`src/rtl/gpio_bank_if.sv`:
```
// PicoSoC iomem bus bundle between the CPU-side master and a memory-mapped peripheral.
interface gpio_bank_if;
  logic        iomem_valid;
  logic        iomem_ready;
  logic [3:0]  iomem_wstrb;
  logic [31:0] iomem_addr;
  logic [31:0] iomem_wdata;
  logic [31:0] iomem_rdata;

  modport master (
    output iomem_valid, iomem_wstrb, iomem_addr, iomem_wdata,
    input  iomem_ready, iomem_rdata
  );

  modport slave (
    input  iomem_valid, iomem_wstrb, iomem_addr, iomem_wdata,
    output iomem_ready, iomem_rdata
  );
endinterface

```
`src/rtl/gpio_bank.sv`:
```
// WIDTH-channel GPIO on the iomem bus: OUT/DIR registers, synchronised inputs,
// per-bit edge capture into sticky W1C status, and a level interrupt.
module gpio_bank #(
  parameter int         WIDTH       = 8,
  parameter logic [7:0] BASE_ADDR   = 8'h03,
  parameter int         SYNC_STAGES = 2
) (
  input  logic             clk,
  input  logic             reset,
  gpio_bank_if.slave       bus,
  input  logic [WIDTH-1:0] gpio_in,
  output logic [WIDTH-1:0] gpio_out,
  output logic [WIDTH-1:0] gpio_oe,
  output logic             irq
);

  localparam int              CNT_W     = $clog2(SYNC_STAGES + 2);
  localparam logic [CNT_W-1:0] QUAL_DONE = CNT_W'(SYNC_STAGES + 1);

  localparam logic [7:0] OFF_OUT    = 8'h00;
  localparam logic [7:0] OFF_IN     = 8'h04;
  localparam logic [7:0] OFF_DIR    = 8'h08;
  localparam logic [7:0] OFF_RISE   = 8'h0C;
  localparam logic [7:0] OFF_FALL   = 8'h10;
  localparam logic [7:0] OFF_STATUS = 8'h14;

  function automatic logic [31:0] zext(input logic [WIDTH-1:0] v);
    logic [31:0] r;
    r = '0;
    r[WIDTH-1:0] = v;
    return r;
  endfunction

  function automatic logic [WIDTH-1:0] merge(input logic [WIDTH-1:0] old,
                                             input logic [WIDTH-1:0] data,
                                             input logic [WIDTH-1:0] mask);
    return (old & ~mask) | (data & mask);
  endfunction

  logic [WIDTH-1:0] sync_q [SYNC_STAGES];
  logic [WIDTH-1:0] prev_q;
  logic [CNT_W-1:0] qual_cnt;
  logic [WIDTH-1:0] out_q, dir_q, rise_en_q, fall_en_q, status_q;

  logic             sel, wr, qualified;
  logic [7:0]       offset;
  logic [31:0]      strb_mask, rd_mux;
  logic [WIDTH-1:0] wmask, wdata, sync_last, rise, fall, set_bits, clr_bits;
  logic             unused_bits;

  assign sel       = bus.iomem_valid && !bus.iomem_ready && (bus.iomem_addr[31:24] == BASE_ADDR);
  assign wr        = sel && (bus.iomem_wstrb != 4'b0000);
  assign offset    = bus.iomem_addr[7:0];
  assign strb_mask = {{8{bus.iomem_wstrb[3]}}, {8{bus.iomem_wstrb[2]}},
                      {8{bus.iomem_wstrb[1]}}, {8{bus.iomem_wstrb[0]}}};
  assign wmask     = strb_mask[WIDTH-1:0];
  assign wdata     = bus.iomem_wdata[WIDTH-1:0];
  assign unused_bits = ^{bus.iomem_addr[23:8], bus.iomem_wdata, strb_mask};

  assign sync_last = sync_q[SYNC_STAGES-1];
  assign qualified = (qual_cnt == QUAL_DONE);
  assign rise      = sync_last & ~prev_q;
  assign fall      = ~sync_last & prev_q;
  // Edges are ignored until the chain and prev hold real post-reset samples.
  assign set_bits  = qualified ? ((rise & rise_en_q) | (fall & fall_en_q)) : '0;
  assign clr_bits  = (wr && offset == OFF_STATUS) ? (wdata & wmask) : '0;

  assign gpio_out = out_q;
  assign gpio_oe  = dir_q;
  assign irq      = |status_q;

  always_comb begin
    rd_mux = '0;
    case (offset)
      OFF_OUT:    rd_mux = zext(out_q);
      OFF_IN:     rd_mux = zext(sync_last);
      OFF_DIR:    rd_mux = zext(dir_q);
      OFF_RISE:   rd_mux = zext(rise_en_q);
      OFF_FALL:   rd_mux = zext(fall_en_q);
      OFF_STATUS: rd_mux = zext(status_q);
      default:    rd_mux = '0;
    endcase
  end

  // Input synchroniser, edge history and post-reset qualification
  always_ff @(posedge clk or posedge reset) begin
    if (reset) begin
      for (int i = 0; i < SYNC_STAGES; i++) sync_q[i] <= '0;
      prev_q   <= '0;
      qual_cnt <= '0;
    end else begin
      sync_q[0] <= gpio_in;
      for (int i = 1; i < SYNC_STAGES; i++) sync_q[i] <= sync_q[i-1];
      prev_q <= sync_last;
      if (!qualified) qual_cnt <= qual_cnt + CNT_W'(1);
    end
  end

  // Bus response and register file
  always_ff @(posedge clk or posedge reset) begin
    if (reset) begin
      bus.iomem_ready <= 1'b0;
      bus.iomem_rdata <= '0;
      out_q           <= '0;
      dir_q           <= '0;
      rise_en_q       <= '0;
      fall_en_q       <= '0;
      status_q        <= '0;
    end else begin
      bus.iomem_ready <= sel;
      bus.iomem_rdata <= sel ? rd_mux : '0;
      if (wr) begin
        case (offset)
          OFF_OUT:  out_q     <= merge(out_q, wdata, wmask);
          OFF_DIR:  dir_q     <= merge(dir_q, wdata, wmask);
          OFF_RISE: rise_en_q <= merge(rise_en_q, wdata, wmask);
          OFF_FALL: fall_en_q <= merge(fall_en_q, wdata, wmask);
          default:  ;
        endcase
      end
      // A capture in the same cycle as a clear keeps the bit set.
      status_q <= (status_q & ~clr_bits) | set_bits;
    end
  end

endmodule

```
`src/flat_wrapper.sv`:
```
// flat-port wrapper written by rule: the top's interface ports become plain ports
module gpio_bank_flat 
#(
  parameter int         WIDTH       = 8,
  parameter logic [7:0] BASE_ADDR   = 8'h03,
  parameter int         SYNC_STAGES = 2
)
  (clk, reset, gpio_in, gpio_out, gpio_oe, irq, bus_iomem_valid, bus_iomem_wstrb, bus_iomem_addr, bus_iomem_wdata, bus_iomem_ready, bus_iomem_rdata);
  gpio_bank_if bus_i ();
  input  logic clk;
  input  logic reset;
  input  logic [WIDTH-1:0] gpio_in;
  output logic [WIDTH-1:0] gpio_out;
  output logic [WIDTH-1:0] gpio_oe;
  output logic irq;
  input wire logic [$bits(bus_i.iomem_valid)-1:0] bus_iomem_valid;
  input wire logic [$bits(bus_i.iomem_wstrb)-1:0] bus_iomem_wstrb;
  input wire logic [$bits(bus_i.iomem_addr)-1:0] bus_iomem_addr;
  input wire logic [$bits(bus_i.iomem_wdata)-1:0] bus_iomem_wdata;
  output wire logic [$bits(bus_i.iomem_ready)-1:0] bus_iomem_ready;
  output wire logic [$bits(bus_i.iomem_rdata)-1:0] bus_iomem_rdata;
  assign bus_i.iomem_valid = bus_iomem_valid;
  assign bus_i.iomem_wstrb = bus_iomem_wstrb;
  assign bus_i.iomem_addr = bus_iomem_addr;
  assign bus_i.iomem_wdata = bus_iomem_wdata;
  assign bus_iomem_ready = bus_i.iomem_ready;
  assign bus_iomem_rdata = bus_i.iomem_rdata;
  gpio_bank #(.WIDTH(WIDTH), .BASE_ADDR(BASE_ADDR), .SYNC_STAGES(SYNC_STAGES)) u_core (.clk(clk), .reset(reset), .bus(bus_i), .gpio_in(gpio_in), .gpio_out(gpio_out), .gpio_oe(gpio_oe), .irq(irq));
endmodule
```
`config.mk`:
```
export PLATFORM = sky130hd
export DESIGN_NAME = gpio_bank_flat
export DESIGN_NICKNAME = d
export VERILOG_FILES = /design/src/rtl/gpio_bank_if.sv /design/src/rtl/gpio_bank.sv /design/src/flat_wrapper.sv
export SDC_FILE = /design/constraint.sdc
export NUM_CORES = 1
export LEC_CHECK = 0
export CORE_MARGIN = 2
export CORE_UTILIZATION = 40
export CTS_CLUSTER_DIAMETER = 120
export CTS_CLUSTER_SIZE = 16
export DETAILED_ROUTE_END_ITERATION = 10
export GPL_TIMING_DRIVEN = 0
export HOLD_SLACK_MARGIN = 0.12
export PLACE_DENSITY = 0.78
export SYNTH_ARGS = -nofsm -noshare
export SYNTH_HDL_FRONTEND = slang
export SYNTH_SLANG_ARGS = --single-unit
```
`constraint.sdc`:
```
create_clock -name clk -period 7 [get_ports clk]
set_input_delay 2.1 -clock clk [delete_from_list [all_inputs] [get_ports clk]]
set_output_delay 2.1 -clock clk [all_outputs]
set_load 0.05 [all_outputs]
```
# After elaboration in Yosys (flattened, before gate mapping)

Index checks and enable logic that the tools add are counted.

Flip-flop bits (word level): 99
Input port bits: 79

Add/subtract/negate cells: 1
Equality and inequality tests: 7
Multiplexer cells: 4
Bitwise logic cells: 20
Reductions and logical operators: 12

Operators with widths:

| cell                                                             | count |
|---|---|
| 8-bit AND                                                        | 10 |
| 8-bit OR                                                         | 6 |
| 8-bit case mux with 6 select lines                               | 1 |
| 8-bit NOT                                                        | 4 |
| 8-bit 2-to-1 mux                                                 | 3 |
| 8-bit by 4-bit == test with 1-bit output (second input constant) | 2 |
| 8-bit by 5-bit == test with 1-bit output (second input constant) | 2 |
| 8-bit by 2-bit == test with 1-bit output (second input constant) | 1 |
| 8-bit by 3-bit == test with 1-bit output (second input constant) | 1 |
| 8-bit logical NOT                                                | 1 |
| 2-bit AND reduction                                              | 4 |
| 8-bit OR reduction                                               | 1 |
| 1-bit logical AND                                                | 4 |
| 4-bit nonzero test                                               | 1 |
| 2-bit by 1-bit adder with 2-bit output (second input constant)   | 1 |
| 2-bit == test (second input constant)                            | 1 |
| 1-bit logical NOT                                                | 1 |

# Longest topological paths before layout

Depth after elaboration: 9
Gate-level depth with buffers: 6

# Worst setup path before layout

No wires, ideal clock.

Kind: input-to-reg
From: in bus_iomem_addr[27]
To: reg u_core.status_q[0]
Setup time: 126 ps
Arrival time: 4,118 ps
Setup slack: 2,756 ps
Cell stages on the path: 6
Buffers on the path: 2
Path through: or4_1 -> or4_1 -> buf_6 -> or4_4 -> buf_6 -> a221o_1

Word-level cells in the longest chain between the ends: 8

Ends and longest elaborated chain:

| item                                     | RTL line           | text |
|---|---|---|
| from (decl)                              | flat_wrapper.sv:18 | `input wire logic [$bits(bus_i.iomem_addr)-1:0] bus_iomem_addr;` |
| 8-bit by 2-bit == test with 1-bit output | gpio_bank.sv:51    | `assign sel = bus.iomem_valid && !bus.iomem_ready && (bus.iomem_addr[31:24] == BASE_ADDR);` |
| 1-bit logical AND                        | gpio_bank.sv:51    |  |
| 1-bit logical AND                        | gpio_bank.sv:52    | `assign wr = sel && (bus.iomem_wstrb != 4'b0000);` |
| 1-bit logical AND                        | gpio_bank.sv:66    | `assign clr_bits = (wr && offset == OFF_STATUS) ? (wdata & wmask) : '0;` |
| 8-bit 2-to-1 mux                         | gpio_bank.sv:66    |  |
| 8-bit NOT                                | gpio_bank.sv:122   | `status_q <= (status_q & ~clr_bits) \| set_bits;` |
| 8-bit AND                                | gpio_bank.sv:122   |  |
| 8-bit OR                                 | gpio_bank.sv:122   |  |
| to (signal assigned)                     | gpio_bank.sv:122   |  |
| to (decl)                                | gpio_bank.sv:43    | `logic [WIDTH-1:0] out_q, dir_q, rise_en_q, fall_en_q, status_q;` |

No other way between the ends.
A chain may end at the register's enable or synchronous reset.

==> run summary <==
Status -> finished, final reports clean
CP required -> 7.23 ns
Reg power frac -> 52.0%
Net switching power -> 205 µW
Setup bufs post-CTS -> 0
Worst path buffer plus inverter count -> 2
# Max-Cap Violations -> 0
Sink Count -> 75
Maximum VDD drop -> 0.0926 mV
Period minus WS final -> 4.53 ns
Internal power -> 649 µW
H-tree depth -> 3
Unrepaired setup endpoints after global routing -> no
CTS tree -> done
Routed Antenna Nets -> 0
Comb power frac -> 10.1%
Largest net degree at the start of global routing -> 76
Initial antenna violation count -> 0
Final net count -> 427
Clock network power share -> 37.9%
Vias per std cell -> 5.00
WHS -> 0.344 ns
CP delay by family, top -> simple AND/OR/NAND/NOR gates
Worst min path class -> flip-flop to flip-flop
Clock Skew -> 0.00567 ns
Vias in the first global route -> 2212
Ys flop type -> dfrtp_1
Worst Path Arrival -> 4.76 ns
F_max -> 0.221 GHz
GRT overflow -> 0
CP dominant cell by count -> or4_1
Ys async rst share -> 100%
Residual DRC -> 0
First-pass GRT wire length -> 11300 µm
Clock Path Buffers -> 2
Die area -> 9050 µm²
Final wirelength -> 7300 µm
Die Y -> 95.2 µm
Clk pin slew, worst setup/hold paths -> 0.07 ns
Share of layout cells above drive strength 1 -> 25.6%
N_diodes -> 0
Most common cell after layout, fill and taps aside -> dfrtp_1
Startpoint types -> input port
CP max FO -> 8
Total GRT Usage -> 17.2%
Total power -> 854 µW
Clock Tree Root -> clkbuf_8
Cells along the critical path -> clkdlybuf4s50_1 > or4_1 > or4_1 > buf_6 > nor3_2 > mux2_2
CTS buffer count -> 9
Post-synthesis cell count -> 253
Final hold violations -> 0
CTS Hold Bufs -> 0
#FFs+latches synth -> 75
Port Buf Inserts -> 60
Switching share of power -> 24.0%
HPWL Detailed -> 4960 µm
Post-CTS Resized -> 0
Syn Std Cell Area -> 3320 µm²
Row count -> 33
Netlist cell types -> 33
GRT met3 Usage -> 4.03%
Cell area power density -> 197 nW/µm²
Crit-path slowest cell -> nor3_2
# setup viols final -> 0
Worst-Margin Slew -> 0.899 ns
Synthesis-to-finish area growth -> 30.3%
Total negative slack -> 0 ns
Initial drt markers -> 119
Setup Crit Path Kind -> input port to flip-flop
Routed via count -> 2285
Busiest grt layer -> met2
Number of synthesized flops with an enable pin -> 0
I/O pin cnt -> 129
Syn. warnings -> 0
Max-slew headroom -> 40.1%
Met2 Use GR -> 26.3%
Worst skew pair latency -> 0.35 ns
Seq/Total Area, Yosys -> 56.5%
Gp weighted congestion -> 0.809
Syn Area/Cell -> 13.1 µm²
Fraction of the cycle the final worst path needs -> 64.6%
WL per Instance -> 16.0 µm
Starting Density -> 40.9%
Die Wd -> 95.2 µm
Slew Viols, Final -> 0
Leak -> 0.00190 µW
CP peak stage delay -> 0.73 ns
Grt met1 use -> 22.6%
Core area -> 8130 µm²
Most frequent cells in the layout -> dfrtp_1, clkdlybuf4s50_1, mux2_2
Worst Setup End Kind -> flip-flop
Router iterations before antenna repair -> 4
[final timing paths]
kind | startpoint | cells after the start | slack [ns] | to
max | bus_iomem_addr[26] | 6 | 2.47 | flip-flop
max reg2reg | u_core.bus.iomem_ready$_DFF_PP0_ | 5 | 4.53 | flip-flop
min | u_core.sync_q[9]$_DFF_PP0_ | 0 | 0.34 | u_core.sync_last[1]$_DFF_PP0_
min in group asynchronous | reset | 2 | 2.28 | async pin
max in group asynchronous | reset | 2 | 4.12 | u_core.status_q[0]$_DFF_PP0_
min reg2reg | u_core.sync_q[9]$_DFF_PP0_ | 0 | 0.34 | u_core.sync_last[1]$_DFF_PP0_
[cells in the mapped netlist (2+ instances only)]
cell / n / area share [%]
dfrtp_1: 75 / 56
mux2_2: 41 / 14
buf_4: 24 / 5.4
nand2_1: 21 / 2.4
a22oi_1: 8 / 1.8
nand3b_1: 8 / 1.8
o21ai_0: 8 / 1.2
a221o_1: 7 / 2.1
nor2b_1: 7 / 1.3
mux2i_1: 6 / 1.8
nor2_1: 6 / 0.68
clkbuf_1: 5 / 0.56
mux4_2: 5 / 3.4
a21oi_1: 3 / 0.45
inv_1: 3 / 0.34
nor3_2: 3 / 0.90
nor4_1: 3 / 0.56
buf_1: 2 / 0.23
buf_6: 2 / 0.68
nor3_1: 2 / 0.30
or4_1: 2 / 0.45
[power groups by stage]
| stage | combinational, µW | sequential (µW) | clock [µW] |
|---|---|---|---|
| 2_1_floorplan | 58.0 | 451 | 0 |
| 3_3_place_gp | 85.2 | 452 | 0 |
| 3_5_place_dp | 86.3 | 453 | 0 |
| 4_1_cts | 86.5 | 444 | 333 |
| 5_1_grt | 92.5 | 445 | 348 |
| 6_report | 86.0 | 444 | 323 |
[per-layer routing]
layer	up-vias	part of all wire [%]	wire, µm
met5	-	0	0
met4	0	2.1	155
met3	12	7.1	518
met2	90	47	3440
met1	1132	44	3190
li1	1051	-	-
[stage by stage]
stage | area [µm²] | cells | setup slack (ns) | util (%)
floorplan | 3410 | 276 | 2.76 | -
global placement | 4140 | 441 | 1.84 | 50.9
detailed placement | 4140 | 441 | 2.08 | 50.9
CTS | 4330 | 457 | 2.46 | 53.3
global route | 4330 | 457 | 2.34 | 53.3
finish | 4330 | 457 | 2.47 | 53.3
[cells by family (layout without fill, tap and decap cells)]
group | Yosys count | after routing | synth area share [%]
compound gates | 27 | 27 | 5.84
fa+ha+maj | 1 | 1 | 0.376
flops | 75 | 75 | 56.5
other cells | 1 | 24 | 0.113
simple gates | 60 | 60 | 10.6
xor+xnor | 1 | 1 | 0.264
buf+inv | 36 | 112 | 7.23
mux | 52 | 52 | 19.1
[area by class of cell]
class                           instances  area (µm²)
Buffer                                 33         229
Clock buffer                           14         153
Clock inverter                          2        35.0
Fill cell                             699        3800
Inverter                                3        13.8
Multi-Input combinational cell        165        1290
Sequential cell                        75        1880
Tap cell                              105         131
Timing Repair Buffer                   60         601
Power figures use the tool's default switching activity.
